<file path="config.mk">
export PLATFORM = sky130hd
export DESIGN_NAME = mem_bus_arbiter
export DESIGN_NICKNAME = d
export VERILOG_FILES = /design/src/rtl/mem_bus_arbiter_pkg.sv /design/src/rtl/arb_wait_timer.sv /design/src/rtl/mem_bus_arbiter.sv
export SDC_FILE = /design/constraint.sdc
export NUM_CORES = 1
export LEC_CHECK = 0
export CAP_MARGIN = 10
export CORE_ASPECT_RATIO = 1.1
export CORE_UTILIZATION = 38
export DETAILED_ROUTE_END_ITERATION = 10
export GPL_TIMING_DRIVEN = 0
export PLACE_DENSITY = 0.82
export SETUP_SLACK_MARGIN = 0.05
export SLEW_MARGIN = 40
export SYNTH_ARGS = -nofsm -noshare
export SYNTH_HDL_FRONTEND = slang
export SYNTH_SLANG_ARGS = --single-unit
</file>
<file path="constraint.sdc">
create_clock -name clk -period 4.5 [get_ports clk]
set_input_delay 0.675 -clock clk [delete_from_list [all_inputs] [get_ports clk]]
set_output_delay 0.675 -clock clk [all_outputs]
set_load 0.05 [all_outputs]
</file>
<file path="src/rtl/mem_bus_arbiter_pkg.sv">
// mem_bus_arbiter_pkg: shared bus width, arbiter state encoding and full byte-select constant.
package mem_bus_arbiter_pkg;
    localparam int REG_BUS_W = 32;
    localparam logic [3:0] SEL_ALL = 4'b1111;
    typedef enum logic [1:0] {ARB_IDLE, ARB_DATA, ARB_INST, ARB_DONE} arb_state_t;
endpackage

</file>
<file path="src/rtl/arb_wait_timer.sv">
// arb_wait_timer: counts bus wait cycles and flags when the configured timeout is reached.
module arb_wait_timer #(
    parameter int unsigned TIMEOUT = 255
) (
    input  logic clk,
    input  logic rst,
    input  logic i_clr,
    input  logic i_en,
    output logic o_expired
);
    localparam int CW = (TIMEOUT > 0) ? $clog2(TIMEOUT + 1) : 1;
    logic [CW-1:0] r_cnt;
    always_ff @(posedge clk or posedge rst) begin
        if (rst) r_cnt <= '0;
        else if (i_clr) r_cnt <= '0;
        else if (i_en) r_cnt <= r_cnt + CW'(1);
    end
    // A zero TIMEOUT never expires, so the arbiter waits indefinitely for ack.
    assign o_expired = (TIMEOUT != 0) && (r_cnt == CW'(TIMEOUT));
endmodule

</file>
<file path="src/rtl/mem_bus_arbiter.sv">
// mem_bus_arbiter: shares one memory bus between fetch and data ports, data first,
// stalling the pipeline until all pending accesses finish, with an ack timeout.
module mem_bus_arbiter
    import mem_bus_arbiter_pkg::*;
#(
    parameter int          ADDR_W  = REG_BUS_W,
    parameter int          DATA_W  = REG_BUS_W,
    parameter int unsigned TIMEOUT = 255
) (
    input  logic              clk,
    input  logic              rst,
    input  logic              rom_ce_i,
    input  logic [ADDR_W-1:0] rom_addr_i,
    output logic [DATA_W-1:0] rom_data_o,
    input  logic              ram_ce_i,
    input  logic              ram_we_i,
    input  logic [3:0]        ram_sel_i,
    input  logic [ADDR_W-1:0] ram_addr_i,
    input  logic [DATA_W-1:0] ram_data_i,
    output logic [DATA_W-1:0] ram_data_o,
    output logic              stallreq_o,
    output logic              bus_err_o,
    output logic              bus_req_o,
    output logic              bus_we_o,
    output logic [3:0]        bus_sel_o,
    output logic [ADDR_W-1:0] bus_addr_o,
    output logic [DATA_W-1:0] bus_wdata_o,
    input  logic [DATA_W-1:0] bus_rdata_i,
    input  logic              bus_ack_i
);
    arb_state_t r_state, w_next;
    logic w_ack, w_exp, w_tmo, w_fin;
    // Acks are only meaningful while a request is on the bus; ack beats timeout.
    assign w_ack = bus_req_o && bus_ack_i;
    assign w_tmo = bus_req_o && w_exp && !bus_ack_i;
    assign w_fin = w_ack || w_tmo;
    arb_wait_timer #(.TIMEOUT(TIMEOUT)) u_timer (
        .clk      (clk),
        .rst      (rst),
        .i_clr    (w_next != r_state),
        .i_en     (bus_req_o && !bus_ack_i),
        .o_expired(w_exp)
    );
    always_comb begin
        w_next = r_state;
        case (r_state)
            ARB_IDLE: w_next = ram_ce_i ? ARB_DATA : rom_ce_i ? ARB_INST : ARB_IDLE;
            ARB_DATA: w_next = !w_fin ? ARB_DATA : rom_ce_i ? ARB_INST : ARB_DONE;
            ARB_INST: w_next = w_fin ? ARB_DONE : ARB_INST;
            default:  w_next = ARB_IDLE;
        endcase
    end
    assign stallreq_o = !rst && ((r_state == ARB_IDLE) ? (rom_ce_i || ram_ce_i) : (r_state != ARB_DONE));
    always_ff @(posedge clk or posedge rst) begin
        if (rst) begin
            r_state     <= ARB_IDLE;
            bus_req_o   <= 1'b0;
            bus_we_o    <= 1'b0;
            bus_sel_o   <= '0;
            bus_addr_o  <= '0;
            bus_wdata_o <= '0;
            bus_err_o   <= 1'b0;
            rom_data_o  <= '0;
            ram_data_o  <= '0;
        end else begin
            r_state   <= w_next;
            bus_err_o <= w_tmo;
            if (r_state == ARB_DATA && w_fin) ram_data_o <= (w_ack && !bus_we_o) ? bus_rdata_i : '0;
            if (r_state == ARB_INST && w_fin) rom_data_o <= w_ack ? bus_rdata_i : '0;
            if (r_state == ARB_IDLE && w_next == ARB_DATA) begin
                bus_req_o   <= 1'b1;
                bus_we_o    <= ram_we_i;
                bus_sel_o   <= ram_sel_i;
                bus_addr_o  <= ram_addr_i;
                bus_wdata_o <= ram_data_i;
            end else if (r_state != ARB_INST && w_next == ARB_INST) begin
                // Back-to-back data then fetch keeps the request asserted.
                bus_req_o  <= 1'b1;
                bus_we_o   <= 1'b0;
                bus_sel_o  <= SEL_ALL;
                bus_addr_o <= rom_addr_i;
            end else if (w_next == ARB_DONE) begin
                bus_req_o <= 1'b0;
            end
        end
    end
endmodule

</file>
# After elaboration in Yosys (flattened, before gate mapping)
# Index checks and enable logic that the tools add are counted.
dict set report word_totals {
  reg_bits 145
  in_bits 138
  output_inout_bits 136
  wordCells 59
}
dict set report classes {
  add_sub_neg 1
  eq_ne 9
  mux 20
  reduce_logical 19
}
# op count
set op_table {}
lappend op_table {{$mux 32} 4}
lappend op_table {{$mux 8} 2}
lappend op_table {{$logic_and 1x1->1} 10}
lappend op_table {{$add 8x1->8 const B} 1}
lappend op_table {{$eq 8x8->1 const B} 1}
lappend op_table {{$mux 1} 8}
lappend op_table {{$mux 4} 2}
lappend op_table {{$eq 2x2->1 const B} 3}
lappend op_table {{$mux 2} 3}
lappend op_table {{$pmux 2 s3} 1}
lappend op_table {{$eq 2x1->1 const B} 2}
lappend op_table {{$ne 2x2->1 const B} 2}
lappend op_table {{$reduce_bool 2->1} 2}
lappend op_table {{$logic_not 1->1} 3}
lappend op_table {{$reduce_bool 3->1} 1}
lappend op_table {{$logic_not 2->1} 1}
lappend op_table {{$logic_or 1x1->1} 2}
lappend op_table {{$ne 2x2->1} 1}

# Longest topological paths before layout
dict set report depth {
  word_depth 10
  depth_mapped 7
}

# By module
# A second synthesis with hierarchy kept.
dict set report unflattened {
  hier_cells 465
  area_unflattened_um2 6198.4
}
# mod n_inst cells_each area_each_um2 seq_area_each_um2
set by_module_without_submodules {}
lappend by_module_without_submodules {mem_bus_arbiter 1 425 5806.8 3428.3}
lappend by_module_without_submodules {arb_wait_timer 1 40 391.6 200.2}

# Worst setup path before layout
# No wires, ideal clock.
dict set report synth_path {
  path_kind {input to output}
  from {input port rom_ce_i}
  to {output port stallreq_o}
  t_arrival_ns 1.882
  path_slack_ns 1.943
  stages 2
  n_path_buf 0
  path_cell_list {nor4_1 a211oi_1}
}
dict set report synth_between {
  elab_chain_cells 3
}
# element line_no
set synth_lines {}
lappend synth_lines {{from (decl)} mem_bus_arbiter.sv:12} ;# input logic rom_ce_i,
lappend synth_lines {{$logic_or 1x1->1} mem_bus_arbiter.sv:53} ;# assign stallreq_o = !rst && ((r_state == ARB_IDLE) ? (rom_ce_i || ram_ce_i) : (r_state != ARB_DONE));
lappend synth_lines {{$mux 1} mem_bus_arbiter.sv:53}
lappend synth_lines {{$logic_and 1x1->1} mem_bus_arbiter.sv:53}
lappend synth_lines {{to (decl)} mem_bus_arbiter.sv:21} ;# output logic stallreq_o,
# No other way between the ends.

# Worst setup path after layout
dict set report layout_path {
  from {input port ram_ce_i}
  to {output port stallreq_o}
}
dict set report layout_between {
  elab_chain_cells 3
}
# element line_no
set layout_lines {}
lappend layout_lines {{from (decl)} mem_bus_arbiter.sv:15} ;# input logic ram_ce_i,
lappend layout_lines {{$logic_or 1x1->1} mem_bus_arbiter.sv:53}
lappend layout_lines {{$mux 1} mem_bus_arbiter.sv:53}
lappend layout_lines {{$logic_and 1x1->1} mem_bus_arbiter.sv:53}
# No other way between the ends.

==> impl_results.md <==
* Status: completed
* Chip width at ~120 um
* Top_reg_cell synth: dfrtp_1
* Most common cell in the netlist: nand2_1
* Num Clock Sinks at 145
* Leakage at roughly 4.4 nW
* Dpl cell area at 9240 um^2
* Post-Place Cells at 1091
* Adder-cell share of the synthesized area at less than 1%
* DIE AREA at about 17000 um^2
* CTS max path bufs at 2
* Slowest cell on crit path: clkdlybuf4s50_1
* Area Growth Syn to Fin at 61.1%
* Yosys warns at 0
* Top cells by count, synth: nand2_1, dfrtp_1, inv_1
* Post-synthesis xor/xnor area fraction at under 10%
* Final worst-path cycle share at slightly below 70%
* GRT Total Usage at ~23%
* Register area share after synthesis at 59.6%
* CTS root buffer: clkbuf_16
* # resized after CTS at 0
* Worst Setup End Kind: output port
* Port Buffers at roughly 270
* H-tree Lvls at 4
* Pin count of the biggest net entering global routing at 26
* Core Area at 15700 um^2
* # diodes at 0
* Final core utilization at 62.6%
* Die Y at 135 um
* Worst-margin pin slew at about 720 ps
* Final WL at approximately 19000 um
* Final cell count without fillers at 1123
* Worst Setup EP: stallreq_o
* Row count at 48
* CP startpoint: ram_ce_i
* 1st-iter DRT viols at about 230
* Synth top area share at about three fifths
* Critical-path maximum fanout at 5
* Final ANT Viol Nets at 0
* # setup viols final at 0
* Largest family of logic cells by synthesized area: simple AND/OR/NAND/NOR gates
* Post-synth EDFFs at 0
* Simple-gate portion of the synthesized area at roughly 18%
* Slowest stage delay, CP at 880 ps
* Crit-path cells: clkdlybuf4s50_1 -> nor4_1 -> a211oi_1 -> clkdlybuf4s50_1
* CP required at ~3800 ps
* Starting Density at between 30% and 40%
* Fraction of final layout cells sized beyond drive strength 1 at under 10%
* Worst Hold Margin at around 470 ps
* Hold Violations, Final at 0
* Setup Total Neg Slack at 0 ps
* Synth Instances at approximately 610
* Vias per cell at around 5
* Hold depth at 2
* Yosys reg bits at between 100 and 150
* Reg2Reg Depth at 7
* I/O Pins at around 270
* R2r endpoint: bus_addr_o[12]
* GPL Wtd Cong at slightly above 0.8
* Power Density at between 700 and 800 nW/um^2
* Main area contributors after synthesis: dfrtp_1, nand2_1, mux2i_1
* Post-CTS setup buffers at 0
* DR vias at around 5600
* Post-DP HPWL at between 10000 and 15000 um
* Most used cell, CP: clkdlybuf4s50_1
* CTS clk-pin slew, worst paths at roughly 60 ps
* Critical Path AT at between 2000 and 2500 ps
* Minimum clock period after layout at ~3100 ps
* TritonCTS buffer count at 17
* Worst Setup Start Kind: primary input
* Initial antenna violation count at 0
* Nets at between 1000 and 1500
* Distinct cells, synth at 31
* VDD IR-drop max at between 0.4 and 0.5 mV
* WS Path Type: primary input to output port
* Slew Limit Fails at 0
* Post-CTS Hold Fix Bufs at 0
* RSZ-0062 raised after global routing: false
* Final instance area at roughly 9800 um^2
* Min-Delay Path Class: register to register
* Worst flop-to-flop path startpoint: u_timer.r_cnt[0]
* Clk_lat worst skew at 420 ps
* Compound-Gate Fraction of Synth Area at 10.4%
* Top Family by Delay on Critical Path: buffers and inverters
* Fmax at between 300 and 400 MHz
* Post-synthesis mux area share at under 10%
* Number of global-route vias before repair at approximately 5700
* Max-Cap Viols at 0
* DR pass1 iterations at 6
* Fraction of registers with async set/reset at between 90% and 100%
* Synth area leader: dfrtp_1
* Overflow after GRT at 0
* Slew headroom at 51.7%
* First-pass GRT wire length at approximately 29000 um
* Cell area after synthesis at 6090 um^2
* Post-synth net total at approximately 750
* Buf/Inv on CP at 2
* Clock skew at around 8.4 ps
* CTS tree: done
* Post-route DRC at 0
* Fill cells at about 1200
* Setup slack, reg-to-reg at about 2200 ps
* CP Depth at 4
* Avg Inst Size Synth at around 9.9 um^2
* Drt wl/cell at around 16 um
==> stage by stage <==
stage / setup WS, ps / power, W
2_1_floorplan: 1940 / 0.00471
4_1_cts: 1410 / 0.00760
3_3_place_gp: 626 / 0.00610
3_5_place_dp: 1410 / 0.00618
6_report: 1430 / 0.00754
5_1_grt: 1350 / 0.00790
==> placed cells by master, fill, tap and decap left out, types with 5 or more instances in the layout <==
cell type,count
clkinv_2,5
nand3_1,33
clkdlybuf4s50_1,273
buf_16,5
clkbuf_16,17
xor2_1,6
clkbuf_1,29
dfrtp_1,145
buf_2,8
o211ai_1,33
a21oi_1,8
nor2_1,20
mux2i_1,34
clkinvlp_4,6
nand2_1,199
a22o_1,32
inv_1,34
==> where the power goes <==
part	switching (W)	internal, W	total [W]
Sequential	0.000290	0.00180	0.00209
Clock	0.000565	0.000813	0.00138
Combinational	0.00269	0.00138	0.00407
Total	0.00354	0.00400	0.00754
==> routing by layer <==
metal	share of wire, %	vias to the layer above	global-route usage (%)
li1	-	2628	-
met1	41	2716	27.6
met2	50	226	38.2
met3	6.8	38	5.83
met4	3.0	0	10.2
met5	0	-	0
==> logic make-up (layout without fill, tap and decap cells) <==
family / Yosys count / in the layout
adders and majority gates: 1 / 1
xor gates and xnor gates: 7 / 7
DFF: 145 / 145
buffers and inverters: 75 / 386
AOI/OAI and AO/OA: 82 / 82
muxes: 34 / 34
and+or+nand+nor: 268 / 268
==> worst min-delay path by stage <==
stage | from | to | slack (ps)
after floorplan | u_timer.r_cnt[1] | u_timer.r_cnt[1] | 500
after global placement | bus_wdata_o[30] | bus_wdata_o[30] | 460
after detailed placement | bus_wdata_o[21] | bus_wdata_o[21] | 460
after CTS | bus_wdata_o[21] | bus_wdata_o[21] | 480
after global routing | bus_wdata_o[3] | bus_wdata_o[3] | 500
final | bus_wdata_o[21] | bus_wdata_o[21] | 470
==> flip-flops by register name, indices dropped and copies added, names as in the netlist <==
register       count
bus_err_o          1
bus_sel_o          4
ram_data_o        32
rom_data_o        32
r_state            2
u_timer.r_cnt      8
bus_addr_o        32
bus_we_o           1
bus_wdata_o       32
bus_req_o          1
==> worst register-to-register path, cell delays in order, from the launching register on <==
cell and delay [ps]:
dfrtp_1 370, ha_1 240, nand4_1 180, o211ai_1 630
and2_1 220, buf_2 170, buf_2 270, o211ai_1 150
==> area by class of cell <==
cell class / instances / area, um^2 / share of cell area (%)
Buffer: 40 / 190 / 1.94
Clock buffer: 18 / 429 / 4.38
Clock inverter: 14 / 140 / 1.43
Inverter: 35 / 135 / 1.38
Multi-Input combinational cell: 392 / 2140 / 21.8
Sequential cell: 145 / 3630 / 37.0
Tap cell: 200 / 250 / 2.55
Timing Repair Buffer: 279 / 2890 / 29.5
No activity file was read; power rests on OpenSTA's default activity.
